`config.mk`:
```
export PLATFORM = sky130hd
export DESIGN_NAME = fix_pipe_mul
export DESIGN_NICKNAME = d
export VERILOG_FILES = /design/src/rtl/fix_mul_pkg.sv /design/src/rtl/fix_pipe_mul_stage.sv /design/src/rtl/fix_pipe_mul.sv
export SDC_FILE = /design/constraint.sdc
export NUM_CORES = 1
export LEC_CHECK = 0
export ABC_AREA = 0
export BUFFER_PORTS_ARGS = -buffer_cell sky130_fd_sc_hd__clkbuf_2
export CORE_MARGIN = 5
export CORE_UTILIZATION = 40
export DETAILED_ROUTE_END_ITERATION = 10
export GPL_TIMING_DRIVEN = 0
export HOLD_SLACK_MARGIN = 0.02
export PLACE_DENSITY = 0.62
export RECOVER_POWER = 100
export SYNTH_ARGS = -nofsm -noshare
export SYNTH_HDL_FRONTEND = slang
export SYNTH_SLANG_ARGS = --single-unit
```
`constraint.sdc`:
```
create_clock -name clk -period 10.3 [get_ports clk]
set_clock_uncertainty 0.15 [all_clocks]
set_input_delay 1.545 -clock clk [delete_from_list [all_inputs] [get_ports clk]]
set_output_delay 1.545 -clock clk [all_outputs]
set_load 0.01 [all_outputs]
```
`src/rtl/fix_mul_pkg.sv`:
```
// fix_mul_pkg
// Shared definitions for the pipelined fixed-point multiplier.
// Contents: maximum supported operand widths, the stage-count helper and
// the payload struct that travels from stage to stage.
// Optional feature macro: FIX_PIPE_MUL_TAG_EN adds a tag field to the payload.
// Ports: none (package).
package fix_mul_pkg;

    // Payload fields are sized for the widest supported configuration;
    // narrower instances leave the upper bits at zero and synthesis trims them.
    localparam int MAX_A   = 32;
    localparam int MAX_B   = 32;
    localparam int P_MAX   = MAX_A + MAX_B;
    localparam int MAX_TAG = 8;

    function automatic int stage_count(input int widthB, input int bitsPerStage);
        return widthB / bitsPerStage;
    endfunction

    // a_mag stays fixed; b_sh is shifted right one digit per stage so every
    // stage always consumes the low digit.
    typedef struct packed {
        logic               valid;
        logic               sign;
        logic [P_MAX-1:0]   psum;
        logic [MAX_A-1:0]   a_mag;
        logic [MAX_B-1:0]   b_sh;
`ifdef FIX_PIPE_MUL_TAG_EN
        logic [MAX_TAG-1:0] tag;
`endif
    } stage_t;

endpackage

```
`src/rtl/fix_pipe_mul_stage.sv`:
```
// fix_pipe_mul_stage
// One pipeline stage: adds (A magnitude * current B digit) << offset to the
// partial sum and registers the payload. The last stage also applies the
// result sign, so its register is the output register of the multiplier.
// Optional feature macro: FIX_PIPE_MUL_TAG_EN (tag field passes through).
// Ports:
//   clk      rising-edge clock
//   rst      synchronous active-high reset, clears the payload
//   en_i     advance enable; low freezes the stage
//   stage_i  payload from the previous stage
//   stage_o  registered payload
module fix_pipe_mul_stage
    import fix_mul_pkg::*;
#(
    parameter int BITS_PER_STAGE = 4,
    parameter int STAGE_IDX      = 0,
    parameter bit LAST           = 1'b0
) (
    input  logic   clk,
    input  logic   rst,
    input  logic   en_i,
    input  stage_t stage_i,
    output stage_t stage_o
);

    localparam int DP_W   = MAX_A + BITS_PER_STAGE;
    localparam int OFFSET = STAGE_IDX * BITS_PER_STAGE;

    stage_t            stage_d;
    stage_t            stage_q;
    logic [DP_W-1:0]   digitProd;
    logic [P_MAX-1:0]  sumNext;

    // Partial-product accumulation and operand shift for this digit.
    always_comb begin
        stage_d   = stage_i;
        digitProd = DP_W'(stage_i.a_mag) * DP_W'(stage_i.b_sh[BITS_PER_STAGE-1:0]);
        sumNext   = stage_i.psum + (P_MAX'(digitProd) << OFFSET);
        // Magnitudes are multiplied throughout; the sign is applied once here.
        if (LAST && stage_i.sign) begin
            sumNext = -sumNext;
        end
        stage_d.psum = sumNext;
        stage_d.b_sh = stage_i.b_sh >> BITS_PER_STAGE;
    end

    // Stage register; holds its contents while the pipeline is stalled.
    always_ff @(posedge clk) begin
        if (rst) begin
            stage_q <= '0;
        end else if (en_i) begin
            stage_q <= stage_d;
        end
    end

    assign stage_o = stage_q;

endmodule

```
`src/rtl/fix_pipe_mul.sv`:
```
// fix_pipe_mul
// Pipelined signed/unsigned multiplier retiring BITS_PER_STAGE multiplier
// bits per stage, with valid/ready handshakes on both sides.
// Optional feature macro: FIX_PIPE_MUL_TAG_EN adds in_tag/out_tag, a user
// tag carried alongside each transaction.
// Ports:
//   clk, rst                 clock, synchronous active-high reset
//   in_valid / in_ready      input handshake
//   is_signed                operands are two's complement when 1
//   multiplicand, multiplier operands A and B
//   in_tag                   transaction tag (tag build only)
//   out_valid / out_ready    output handshake
//   product                  full-width product
//   out_tag                  tag of the presented product (tag build only)
//   busy                     some stage holds a valid transaction
module fix_pipe_mul
    import fix_mul_pkg::*;
#(
    parameter int WIDTH_A        = 16,
    parameter int WIDTH_B        = 16,
    parameter int BITS_PER_STAGE = 4,
    parameter int TAG_W          = 4
) (
    input  logic                       clk,
    input  logic                       rst,
    input  logic                       in_valid,
    output logic                       in_ready,
    input  logic                       is_signed,
    input  logic [WIDTH_A-1:0]         multiplicand,
    input  logic [WIDTH_B-1:0]         multiplier,
`ifdef FIX_PIPE_MUL_TAG_EN
    input  logic [TAG_W-1:0]           in_tag,
`endif
    output logic                       out_valid,
    input  logic                       out_ready,
    output logic [WIDTH_A+WIDTH_B-1:0] product,
`ifdef FIX_PIPE_MUL_TAG_EN
    output logic [TAG_W-1:0]           out_tag,
`endif
    output logic                       busy
);

    localparam int STAGES = stage_count(WIDTH_B, BITS_PER_STAGE);
    localparam int PROD_W = WIDTH_A + WIDTH_B;

`ifndef FIX_PIPE_MUL_TAG_EN
    localparam int unusedTagW = TAG_W;
`endif

    logic               stall;
    logic               aNeg;
    logic               bNeg;
    logic [WIDTH_A-1:0] aMag;
    logic [WIDTH_B-1:0] bMag;
    stage_t             stageIn;
    stage_t             pipeOut [STAGES];
    logic               unusedFinal;

    // A presented but unaccepted product freezes the whole pipeline.
    // in_ready is forced high under reset since nothing is held then.
    assign stall    = out_valid && !out_ready;
    assign in_ready = rst || !stall;

    // Operand conditioning: magnitudes plus the result sign. Negating the
    // most negative value wraps to itself, which is the correct unsigned
    // magnitude.
    always_comb begin
        aNeg          = is_signed && multiplicand[WIDTH_A-1];
        bNeg          = is_signed && multiplier[WIDTH_B-1];
        aMag          = aNeg ? -multiplicand : multiplicand;
        bMag          = bNeg ? -multiplier : multiplier;
        stageIn       = '0;
        stageIn.valid = in_valid && in_ready;
        stageIn.sign  = aNeg ^ bNeg;
        stageIn.a_mag = MAX_A'(aMag);
        stageIn.b_sh  = MAX_B'(bMag);
`ifdef FIX_PIPE_MUL_TAG_EN
        stageIn.tag   = MAX_TAG'(in_tag);
`endif
    end

    // Stage chain; the last stage register is the output register.
    for (genvar g = 0; g < STAGES; g++) begin : gStage
        stage_t stIn;
        if (g == 0) begin : gFirst
            assign stIn = stageIn;
        end else begin : gRest
            assign stIn = pipeOut[g-1];
        end
        fix_pipe_mul_stage #(
            .BITS_PER_STAGE (BITS_PER_STAGE),
            .STAGE_IDX      (g),
            .LAST           (g == STAGES - 1)
        ) u_stage (
            .clk     (clk),
            .rst     (rst),
            .en_i    (!stall),
            .stage_i (stIn),
            .stage_o (pipeOut[g])
        );
    end

    // busy reflects every stage, including the output register.
    always_comb begin
        busy = 1'b0;
        for (int s = 0; s < STAGES; s++) begin
            busy = busy | pipeOut[s].valid;
        end
    end

    assign out_valid = pipeOut[STAGES-1].valid;
    assign product   = pipeOut[STAGES-1].psum[PROD_W-1:0];
`ifdef FIX_PIPE_MUL_TAG_EN
    assign out_tag   = pipeOut[STAGES-1].tag[TAG_W-1:0];
`endif

    // Operand fields are spent by the time the payload leaves the last stage.
    assign unusedFinal = ^pipeOut[STAGES-1];

endmodule

```
==> impl_results.md, run 1 <==
- Core area: 0.0441 sq mm
- Cts repair resizes: 0
- Post-synth cell types: 82
- Global-route wire length before repair: 85.7 mm
- Clk sink count: 185
- FMAX: 133 MHz
- Unrepaired setup endpoints after global routing: false
- Detail Placement HPWL: 43.9 mm
- Crit path kind: primary input to flip-flop
- Routability Congestion: 0.920
- Largest net degree at the start of global routing: 23
- Drt wl/cell: 17.9 microns
- Root buffer cell: clkbuf_16
- Run status: complete, no violations
- Placement Rows: 77
- Fillers: 4616
- Vias: 16355
- Grt met3 use: 2.57%
- Post-route minimum period: 7.53 ns
- Layer with the highest usage: met2
- Post-CTS Setup Bufs: 0
- Synth Warn #: 0
- Dominant cells by area after synthesis: dfxtp_1 21%, fa_1 13%, ha_1 11%
- Slew @ Worst Pin: 1.32 ns
- Initial drt markers: 1296
- Via density: 5.44
- Syn avg cell area: 7.72 sq um
- Clock Path Buffers: 2
- Final wirelength: 53.8 mm
- Worst vdd ir: 132 uV
- Initial Utilization: 40.4%
- Max Slew Vio Count: 0
- Vias in the first global route: 16036
- Met1 Use GR: 29.0%
- Total CTS buffers: 17
- Share of layout cells above drive strength 1: 3.98%
- Seq/Total Area, Yosys: 20.8%
- Worst-Skew Late Latency: 0.47 ns
- H-tree levels: 4
- Main synth FF type: dfxtp_1
- CTS tree: yes
- Crit end category: flip-flop
- Total Nets Final: 2701
- Synth Cell Area: 0.0178 sq mm
- Worst hold path class: flip-flop to flip-flop
- Startpoint types: primary input
- Clk slew on worst S/H paths: 0.09 ns
- Hold buffer count at cts: 0
- Die X: 221 microns
- Final period util: 73.1%
- Leakage power: 9.09 nW
- Required @ worst endpoint: 10.49 ns
- Data arrival time of the critical path: 7.73 ns
- Final Core Density: 44.1%
- Yosys reg bits: 185
- Grt ovf: 0
- Pwr Density: 137 mW/mm^2
- Max Cap Violations: 0
- Slew headroom: 11.0%
- Mapped Cells: 2309
- IO Pins: 72
- Crit-path max FO: 10
- Met2 usage: 36.0%
- Layout area overhead: 9.19%
- DRC: 0
- Post-route ant nets: 0
- Ys async rst share: 0%
- Floorplan die height: 221 microns
- Antenna violations before repair: 1
- Setup violations, final: 0
- Die Area: 0.0489 sq mm
- PortBufs: 70
- EDFF count, synth: 0
- Pre-Repair DR Iteration Count: 6
- Hold violation count in the final report: 0
- Max FFs per register: 185
- Most frequent cells in the layout: 430 x nand2_1, 190 x a21oi_1, 185 x dfxtp_1
- Gr usage total: 21.5%
- Area leader, netlist: dfxtp_1
- Most common cell after layout, fill and taps aside: nand2_1
- TNS Setup: 0 ns
- Top-area cell type share of the netlist area: 20.8%
- Mapped Nets: 2612
## final timing paths
kind	from	endpoint	slack, ns	cells past startpoint
setup / recovery	multiplier[0]	gStage[0].u_stage.stage_o[82]	2.77	20
hold / removal	gStage[1].u_stage.stage_o[128]	gStage[2].u_stage.stage_o[128]	0.30	2
setup reg to reg	gStage[2].u_stage.stage_o[3]	gStage[3].u_stage.stage_o[94]	3.19	20
hold reg to reg	gStage[1].u_stage.stage_o[128]	gStage[2].u_stage.stage_o[128]	0.30	2
## worst max-delay path, cell delays in order
cell	delay, ns
clkbuf_1	0.36
inv_1	0.28
ha_1	0.30
nor2_1	0.13
xor2_1	0.67
clkbuf_1	0.49
nand2_1	0.16
fa_1	0.50
fa_1	0.49
inv_1	0.06
fa_1	0.40
a21o_1	0.20
a21o_1	0.22
a2111oi_0	0.59
or3_1	0.26
a31oi_1	0.13
a21boi_0	0.47
o211ai_1	0.20
xnor2_1	0.18
o21ai_0	0.08
## logic make-up after synthesis
group | share of synthesized area, %
mux | 0.225
buf+inv | 6.13
xor+xnor | 6.92
simple gates | 24.4
flops | 20.8
compound gates | 18.0
fa+ha+maj | 23.5
## routing by layer
metal	wire (microns)	vias to the layer above
li1	-	8006
met1	24700	7882
met2	25200	386
met3	2320	81
met4	1570	0
met5	0	-
## synth_stat cells (4+ instances only)
cell and instances:
a2111oi_0 4, a211o_1 10, a211oi_1 62, a21boi_0 4, a21o_1 37, a21oi_1 190, a31oi_1 12, and2_1 110
and3_1 12, buf_1 8, clkbuf_1 75, clkbuf_8 4, dfxtp_1 185, fa_1 115, ha_1 151, inv_1 182
mux2i_1 4, nand2_1 430, nand2b_1 23, nand3_1 48, nand4_1 9, nor2_1 175, nor2b_1 15, nor3_1 45
nor4_1 10, o2111ai_1 4, o211ai_1 13, o21a_1 17, o21ai_0 65, o21bai_1 13, o31a_1 4, o31ai_1 12
o41ai_1 6, or2_2 9, or3_1 24, or4_1 9, xnor2_1 74, xor2_1 67
## through the flow
step | power, mW | worst slack [ns] | hold slack [ns] | cells | instance area (sq um)
2_1_floorplan | 1.67 | 4.28 | 0.282 | 2309 | 17800
3_3_place_gp | 1.94 | 2.56 | 0.288 | 2971 | 18900
3_5_place_dp | 1.97 | 2.58 | 0.294 | 2971 | 18900
4_1_cts | 2.66 | 3.06 | 0.300 | 3003 | 19600
5_1_grt | 2.84 | 2.34 | 0.328 | 3003 | 19500
6_report | 2.67 | 2.77 | 0.296 | 3004 | 19500
## layout make-up
cell class	count	area [sq um]	area share, %
multi-input cells	1851	13000	66.8
flip-flops and latches	185	3700	19.0
well taps	592	741	3.80
inverters	182	683	3.51
clock buffers	17	425	2.18
plain buffers	91	400	2.06
repair buffers	70	303	1.55
clock inverters	15	206	1.06
diodes	1	2.50	0.0129
## where the power goes
part | leakage [nW] | internal [mW] | switching (mW) | total, mW
Clock | 0.304 | 0.339 | 0.364 | 0.702
Combinational | 7.26 | 0.422 | 0.631 | 1.05
Sequential | 1.52 | 0.818 | 0.0919 | 0.910
Power figures use the tool's default switching activity.
==> run 2, diff against run 1 <==
PLACE_DENSITY = 0.64   (was 0.62)
clock period = 6.63 ns   (was 10.3 ns; I/O delays follow)
==> impl_results.md, run 2 (same netlist as run 1, synthesis figures left out) <==
- Run status: complete, no violations (unchanged)
- Hold_ws: 0.303 ns (was 0.296 ns)
- Clk network pwr share: 26.4% (about the same)
- Most used cell, CP: fa_1 (unchanged)
- Core area: 0.0441 sq mm (unchanged)
- Total Nets Final: 2703 (was 2701)
- FMAX: 158 MHz
- Post-route minimum period: 6.32 ns
- Layout area overhead: 9.82% (was 9.19%)
- Post-route ant nets: 0 (unchanged)
- Worst vdd ir: 164 uV (was 132 uV)
- Grt ovf: 0 (unchanged)
- Worst r2r src: gStage[2].u_stage.stage_o[2] (was gStage[2].u_stage.stage_o[3])
- Crit-path max cell delay: 0.70 ns (was 0.67 ns)
- Detail Placement HPWL: 43.7 mm (was 43.9 mm)
- Gr usage total: 21.6% (was 21.5%)
- Initial drt markers: 1141 (was 1296)
- Final Core Density: 44.4% (was 44.1%)
- Share of layout cells above drive strength 1: 4.77% (was 3.98%)
- Hold Crit Start: gStage[0].u_stage.stage_o[11] (was gStage[1].u_stage.stage_o[128])
- DRC: 0 (unchanged)
- Multi-input gate area in the final layout: 0.0131 sq mm (was 0.0130 sq mm)
- Final wirelength: 53.6 mm (was 53.8 mm)
- Die Area: 0.0489 sq mm (unchanged)
- Antenna violations before repair: 0 (was 1)
- Pre-CTS setup slack: -0.643 ns (was 2.58 ns)
- CTS tree: yes (unchanged)
- Clk sink count: 185 (unchanged)
- Hold buffer count at cts: 0 (unchanged)
- Clk slew on worst S/H paths: 0.09 ns (about the same)
- Most frequent cells in the layout: 430 x nand2_1, 188 x a21oi_1, 183 x dfxtp_1 (was 430 x nand2_1, 190 x a21oi_1, 185 x dfxtp_1)
- Fillers: 4579 (was 4616)
- Worst hold path class: flip-flop to flip-flop (unchanged)
- Slowest-stage cell, CP: or4b_4 (was xor2_1)
- Delay-heaviest family, CP: compound AO/OA/AOI/OAI gates (unchanged)
- Pwr Density: 210 mW/mm^2 (was 137 mW/mm^2)
- Clock Path Buffers: 2 (unchanged)
- Global-route wire length before repair: 86.3 mm (was 85.7 mm)
- Max Slew Vio Count: 0 (unchanged)
- Crit-path max FO: 10 (unchanged)
- Most common cell after layout, fill and taps aside: nand2_1 (unchanged)
- Final setup margin: 0.314 ns (was 2.77 ns)
- Comb power frac: 39.3% (was 39.5%)
- Sequential share of power: 34.3% (was 34.2%)
- Slew @ Worst Pin: 1.08 ns (was 1.32 ns)
- Max FFs per register: 185 (unchanged)
- Vias: 16368 (was 16355)
- Max Cap Violations: 0 (unchanged)
- Switching share of power: 40.4% (was 40.8%)
- Pre-Repair DR Iteration Count: 5 (was 6)
- Crit path buffers/inverters: 2 (was 4)
- Internal power component: 2.45 mW (was 1.58 mW)
- Vias in the first global route: 16026 (was 16036)
- Final period util: 95.3%
- Unrepaired setup endpoints after global routing: false (unchanged)
- Data arrival time of the critical path: 6.55 ns (was 7.73 ns)
- ANT cells: 0 (was 1)
- Floorplan die height: 221 microns (unchanged)
- Routability Congestion: 0.945 (was 0.920)
- Drt wl/cell: 17.8 microns (was 17.9 microns)
- Critical path, cell by cell: clkbuf_4 -> nand2_1 -> fa_1 -> inv_1 -> fa_1 -> fa_1 -> a211oi_2 -> o21ai_0 -> a31oi_1 -> xnor2_1 -> ha_1 -> a21oi_2 -> o21a_2 -> nor2_1 -> a211oi_1 -> o311ai_0 -> or4b_4 -> nor4_4 -> o21bai_1 -> a311oi_2 (was clkbuf_1 -> inv_1 -> ha_1 -> nor2_1 -> xor2_1 -> clkbuf_1 -> nand2_1 -> fa_1 -> fa_1 -> inv_1 -> fa_1 -> a21o_1 -> a21o_1 -> a2111oi_0 -> or3_1 -> a31oi_1 -> a21boi_0 -> o211ai_1 -> xnor2_1 -> o21ai_0)
- Largest net degree at the start of global routing: 23 (unchanged)
- Required @ worst endpoint: 6.86 ns (was 10.49 ns)
- Slew headroom: 27.0% (was 11.0%)
- FF/Latch Area: 0.00371 sq mm (was 0.00370 sq mm)
- Root buffer cell: clkbuf_16 (unchanged)
- Crit path kind: flip-flop to flip-flop (was primary input to flip-flop)
- Leakage power: 9.12 nW (was 9.09 nW)
- Total CTS buffers: 17 (unchanged)
- Startpoint types: flip-flop (was primary input)
- CP startpoint: gStage[2].u_stage.stage_o[2] (was multiplier[0])
- Setup violations, final: 0 (unchanged)
- Fin area: 0.0196 sq mm (was 0.0195 sq mm)
- Hold violation count in the final report: 0 (unchanged)
- Crit end category: flip-flop (unchanged)
- Worst-Skew Late Latency: 0.47 ns (about the same)
- IO Pins: 72 (unchanged)
- Placement Rows: 77 (unchanged)
- Switching pwr: 1.66 mW (was 1.09 mW)
- PortBufs: 70 (unchanged)
- H-tree levels: 4 (unchanged)
- Via density: 5.45 (was 5.44)
- Die X: 221 microns (unchanged)
- Placed inst area: 0.0189 sq mm (about the same)
- Initial Utilization: 40.4% (unchanged)
==> run 2: power by group through the flow <==
stage,clock network [mW],logic [mW],registers [mW]
2_1_floorplan,0,1.20,1.39
3_3_place_gp,0,1.56,1.43
3_5_place_dp,0,1.59,1.43
4_1_cts,1.10,1.61,1.41
5_1_grt,1.15,1.81,1.43
6_report,1.09,1.62,1.41
==> run 2: path summary, 6_finish.rpt <==
kind,to,slack (ns),cells past startpoint
hold reg to reg,gStage[0].u_stage.stage_o[11],0.30,2
setup / recovery,gStage[3].u_stage.stage_o[93],0.31,20
hold / removal,gStage[0].u_stage.stage_o[11],0.30,2
setup reg to reg,gStage[3].u_stage.stage_o[93],0.31,20
==> run 2: worst register-to-register path: cells and delay by family (launching register included) <==
kind | cells | cell delay, ns
AO/OA/AOI/OAI | 9 | 2.02
XOR/XNOR | 1 | 0.20
adder cells (fa/ha/maj) | 4 | 1.94
buffers and inverters | 2 | 0.31
flip-flops | 1 | 0.45
AND/OR/NAND/NOR | 4 | 1.16
==> run 2: cell type report <==
cell class / count / share of cell area, %
Multi-Input combinational cell: 1851 / 66.8
Sequential cell: 185 / 18.9
Tap cell: 592 / 3.78
Inverter: 182 / 3.49
Clock buffer: 17 / 2.17
Buffer: 90 / 2.09
Timing Repair Buffer: 73 / 1.65
Clock inverter: 15 / 1.07
==> run 2: per-stage QoR <==
step | power [mW] | setup TNS (ns) | cells
after floorplan | 2.59 | 0 | 2309
after global placement | 2.99 | -2.07 | 2971
after detailed placement | 3.02 | -2.85 | 2972
after CTS | 4.12 | 0 | 3004
after global routing | 4.39 | 0 | 3005
final | 4.11 | 0 | 3005
==> run 2: timing repair <==
item / CTS / global route
hold endpoints to repair: 0 / 0
pin swaps: 0 / 3
setup buffers: 0 / 2
resized for setup: 7 / 19
setup endpoints to repair: 8 / 12
==> run 2: per-layer routing <==
layer	wire, microns	part of all wire [%]	vias up	track usage, %
met3	2490	4.7	79	2.72
li1	-	-	8017	-
met1	24100	45	7886	28.8
met2	25500	48	386	36.8
met4	1420	2.6	0	6.32
met5	0	0	-	0
==> run 3, diff against run 2 <==
GPL_TIMING_DRIVEN = not set   (was 0)
==> impl_results.md, run 3 (same netlist as run 1, synthesis figures left out) <==
- FF/Latch Area: 0.00370 sq mm (was 0.00371 sq mm)
- Worst hold path class: flip-flop to flip-flop (unchanged)
- Required @ worst endpoint: 6.83 ns (was 6.86 ns)
- Worst-Skew Late Latency: 0.47 ns (about the same)
- R2r setup slk: 0.38 ns (was 0.31 ns)
- Clk network pwr share: 26.9% (was 26.4%)
- Hold buffer count at cts: 0 (unchanged)
- Total CTS buffers: 17 (unchanged)
- Die Area: 0.0489 sq mm (unchanged)
- DRC: 0 (unchanged)
- Internal power component: 2.51 mW (was 2.45 mW)
- Global-route wire length before repair: 76.3 mm (was 86.3 mm)
- Worst R2R Path Depth: 26 (was 20)
- Clock Path Buffers: 2 (unchanged)
- Post-route minimum period: 6.25 ns (was 6.32 ns)
- Crit path kind: flip-flop to flip-flop (unchanged)
- Detail Placement HPWL: 35.7 mm (was 43.7 mm)
- Vias: 15589 (was 16368)
- PortBufs: 71 (was 70)
- Clk sink count: 185 (unchanged)
- Crit-path max FO: 12 (was 10)
- Slew headroom: -101% (was 27.0%)
- Pre-Repair DR Iteration Count: 5 (unchanged)
- Total Nets Final: 2631 (was 2703)
- Antenna violations before repair: 0 (unchanged)
- Most common cell after layout, fill and taps aside: nand2_1 (unchanged)
- Max Cap Violations: 2 (was 0)
- Startpoint types: flip-flop (unchanged)
- Data arrival time of the critical path: 6.45 ns (was 6.55 ns)
- Multi-input gate area in the final layout: 0.0130 sq mm (was 0.0131 sq mm)
- Post-route ant nets: 0 (unchanged)
- Root buffer cell: clkbuf_16 (unchanged)
- Via density: 5.32 (was 5.45)
- Gr usage total: 18.4% (was 21.6%)
- Final Core Density: 43.7% (was 44.4%)
- Die X: 221 microns (unchanged)
- Setup violations, final: 0 (unchanged)
- Sequential share of power: 35.1% (was 34.3%)
- Max Slew Vio Count: 138 (was 0)
- Final wirelength: 45.3 mm (was 53.6 mm)
- Core area: 0.0441 sq mm (unchanged)
- Switching pwr: 1.56 mW (was 1.66 mW)
- Initial Utilization: 40.4% (unchanged)
- Cells on Worst Hold Path: 2 (unchanged)
- Overall Power: 4.06 mW (was 4.11 mW)
- Final period util: 94.2% (was 95.3%)
- Min-Delay Endpoint: gStage[3].u_stage.stage_o[64] (was gStage[0].u_stage.stage_o[11])
- Pwr Density: 211 mW/mm^2 (was 210 mW/mm^2)
- Grt ovf: 0 (unchanged)
- ANT cells: 0 (unchanged)
- Worst r2r src: gStage[2].u_stage.stage_o[2] (unchanged)
- Comb power frac: 38.0% (was 39.3%)
- Initial drt markers: 777 (was 1141)
- Leakage power: 9.05 nW (was 9.12 nW)
- CTS tree: yes (unchanged)
- Crit end category: flip-flop (unchanged)
- Most frequent cells in the layout: 430 x nand2_1, 190 x a21oi_1, 184 x dfxtp_1 (was 430 x nand2_1, 188 x a21oi_1, 183 x dfxtp_1)
- Reg-to-reg endpoint: gStage[3].u_stage.stage_o[94] (was gStage[3].u_stage.stage_o[93])
- Hold Crit Start: gStage[3].u_stage.stage_o[64] (was gStage[0].u_stage.stage_o[11])
- Unrepaired setup endpoints after global routing: false (unchanged)
- Max FFs per register: 185 (unchanged)
- IO Pins: 72 (unchanged)
- Worst vdd ir: 155 uV (was 164 uV)
- Slew @ Worst Pin: 3.02 ns (was 1.08 ns)
- Share of layout cells above drive strength 1: 4.91% (was 4.77%)
- Fillers: 4574 (was 4579)
- Failing checks: max-capacitance violations, max-slew violations
- Vias in the first global route: 15471 (was 16026)
- Layout area overhead: 8.03% (was 9.82%)
- Clk slew on worst S/H paths: 0.08 ns (was 0.09 ns)
- FMAX: 160 MHz (was 158 MHz)
- Run status: finished, violations left (was complete, no violations)
- Drt wl/cell: 15.4 microns (was 17.8 microns)
- Switching share of power: 38.3% (was 40.4%)
- Placement Rows: 77 (unchanged)
- Floorplan die height: 221 microns (unchanged)
- Hold violation count in the final report: 0 (unchanged)
- TNS Setup: 0 ns (unchanged)
- Largest net degree at the start of global routing: 152 (was 23)
- H-tree levels: 4 (unchanged)
- Routability Congestion: 0.920 (was 0.945)
## run 3: how the worst max path moves through the flow
stage / from / end / slack (ns) / cells past startpoint
2_1_floorplan: gStage[2].u_stage.stage_o[3] / gStage[3].u_stage.stage_o[94] / 0.69 / 20
3_3_place_gp: gStage[2].u_stage.stage_o[3] / gStage[3].u_stage.stage_o[94] / 0.21 / 20
3_5_place_dp: gStage[2].u_stage.stage_o[3] / gStage[3].u_stage.stage_o[94] / 0.13 / 20
4_1_cts: gStage[2].u_stage.stage_o[3] / gStage[3].u_stage.stage_o[94] / 0.11 / 20
5_1_grt: gStage[2].u_stage.stage_o[2] / gStage[3].u_stage.stage_o[94] / 0.02 / 26
6_report: gStage[2].u_stage.stage_o[2] / gStage[3].u_stage.stage_o[94] / 0.38 / 26
## run 3: timing repair
action	in CTS	in global routing
setup endpoints to repair	0	6
setup buffers	0	0
gates resized for setup	0	4
hold endpoints to repair	0	0
## run 3: power by group through the flow
stage,Clock [mW],Sequential [mW],Combinational (mW)
detailed placement,0,1.45,1.54
global placement,0,1.45,1.50
finish,1.09,1.43,1.54
global route,1.17,1.45,1.75
floorplan,0,1.39,1.20
CTS,1.12,1.42,1.55
## run 3: per-stage QoR
stage                     hold WS (ns)  area, sq um  std cells  worst slack (ns)
after global routing             0.323        19300       2933            0.0175
after global placement           0.286        18700       2901             0.214
after floorplan                  0.282        17800       2309             0.688
after detailed placement         0.294        18700       2901             0.126
final                            0.302        19300       2933             0.381
after CTS                        0.305        19300       2933             0.113
## run 3: final cells by class
class / count / share of cell area (%)
Clock buffer: 17 / 2.21
Inverter: 182 / 3.55
Sequential cell: 185 / 19.2
Clock inverter: 15 / 1.04
Timing Repair Buffer: 91 / 2.41
Tap cell: 592 / 3.84
Multi-Input combinational cell: 1851 / 67.7
## run 3: worst max-delay path, cell delays in order (launching register included)
cell and delay [ns]:
dfxtp_1 0.36, buf_4 0.19, and2_1 0.17, fa_1 0.50
inv_1 0.05, fa_1 0.52, inv_1 0.04, ha_1 0.33
or2_2 0.30, a21o_1 0.21, o211ai_1 0.15, nand2_1 0.09
a21oi_1 0.22, o21bai_1 0.09, a21oi_1 0.17, xnor2_1 0.14
ha_1 0.32, nor2b_1 0.20, nand2_1 0.07, or4_1 0.11
o311a_1 0.16, nand3_1 0.12, or3_2 0.54, nor4_1 0.32
buf_4 0.18, a211oi_1 0.05, or3_1 0.36
## run 3: layer usage
| layer | global-route usage (%) | share of wire, % |
|---|---|---|
| met4 | 4.22 | 1.4 |
| met3 | 2.58 | 3.3 |
| met5 | 0 | 0 |
| met2 | 32.3 | 49 |
| met1 | 24.0 | 47 |
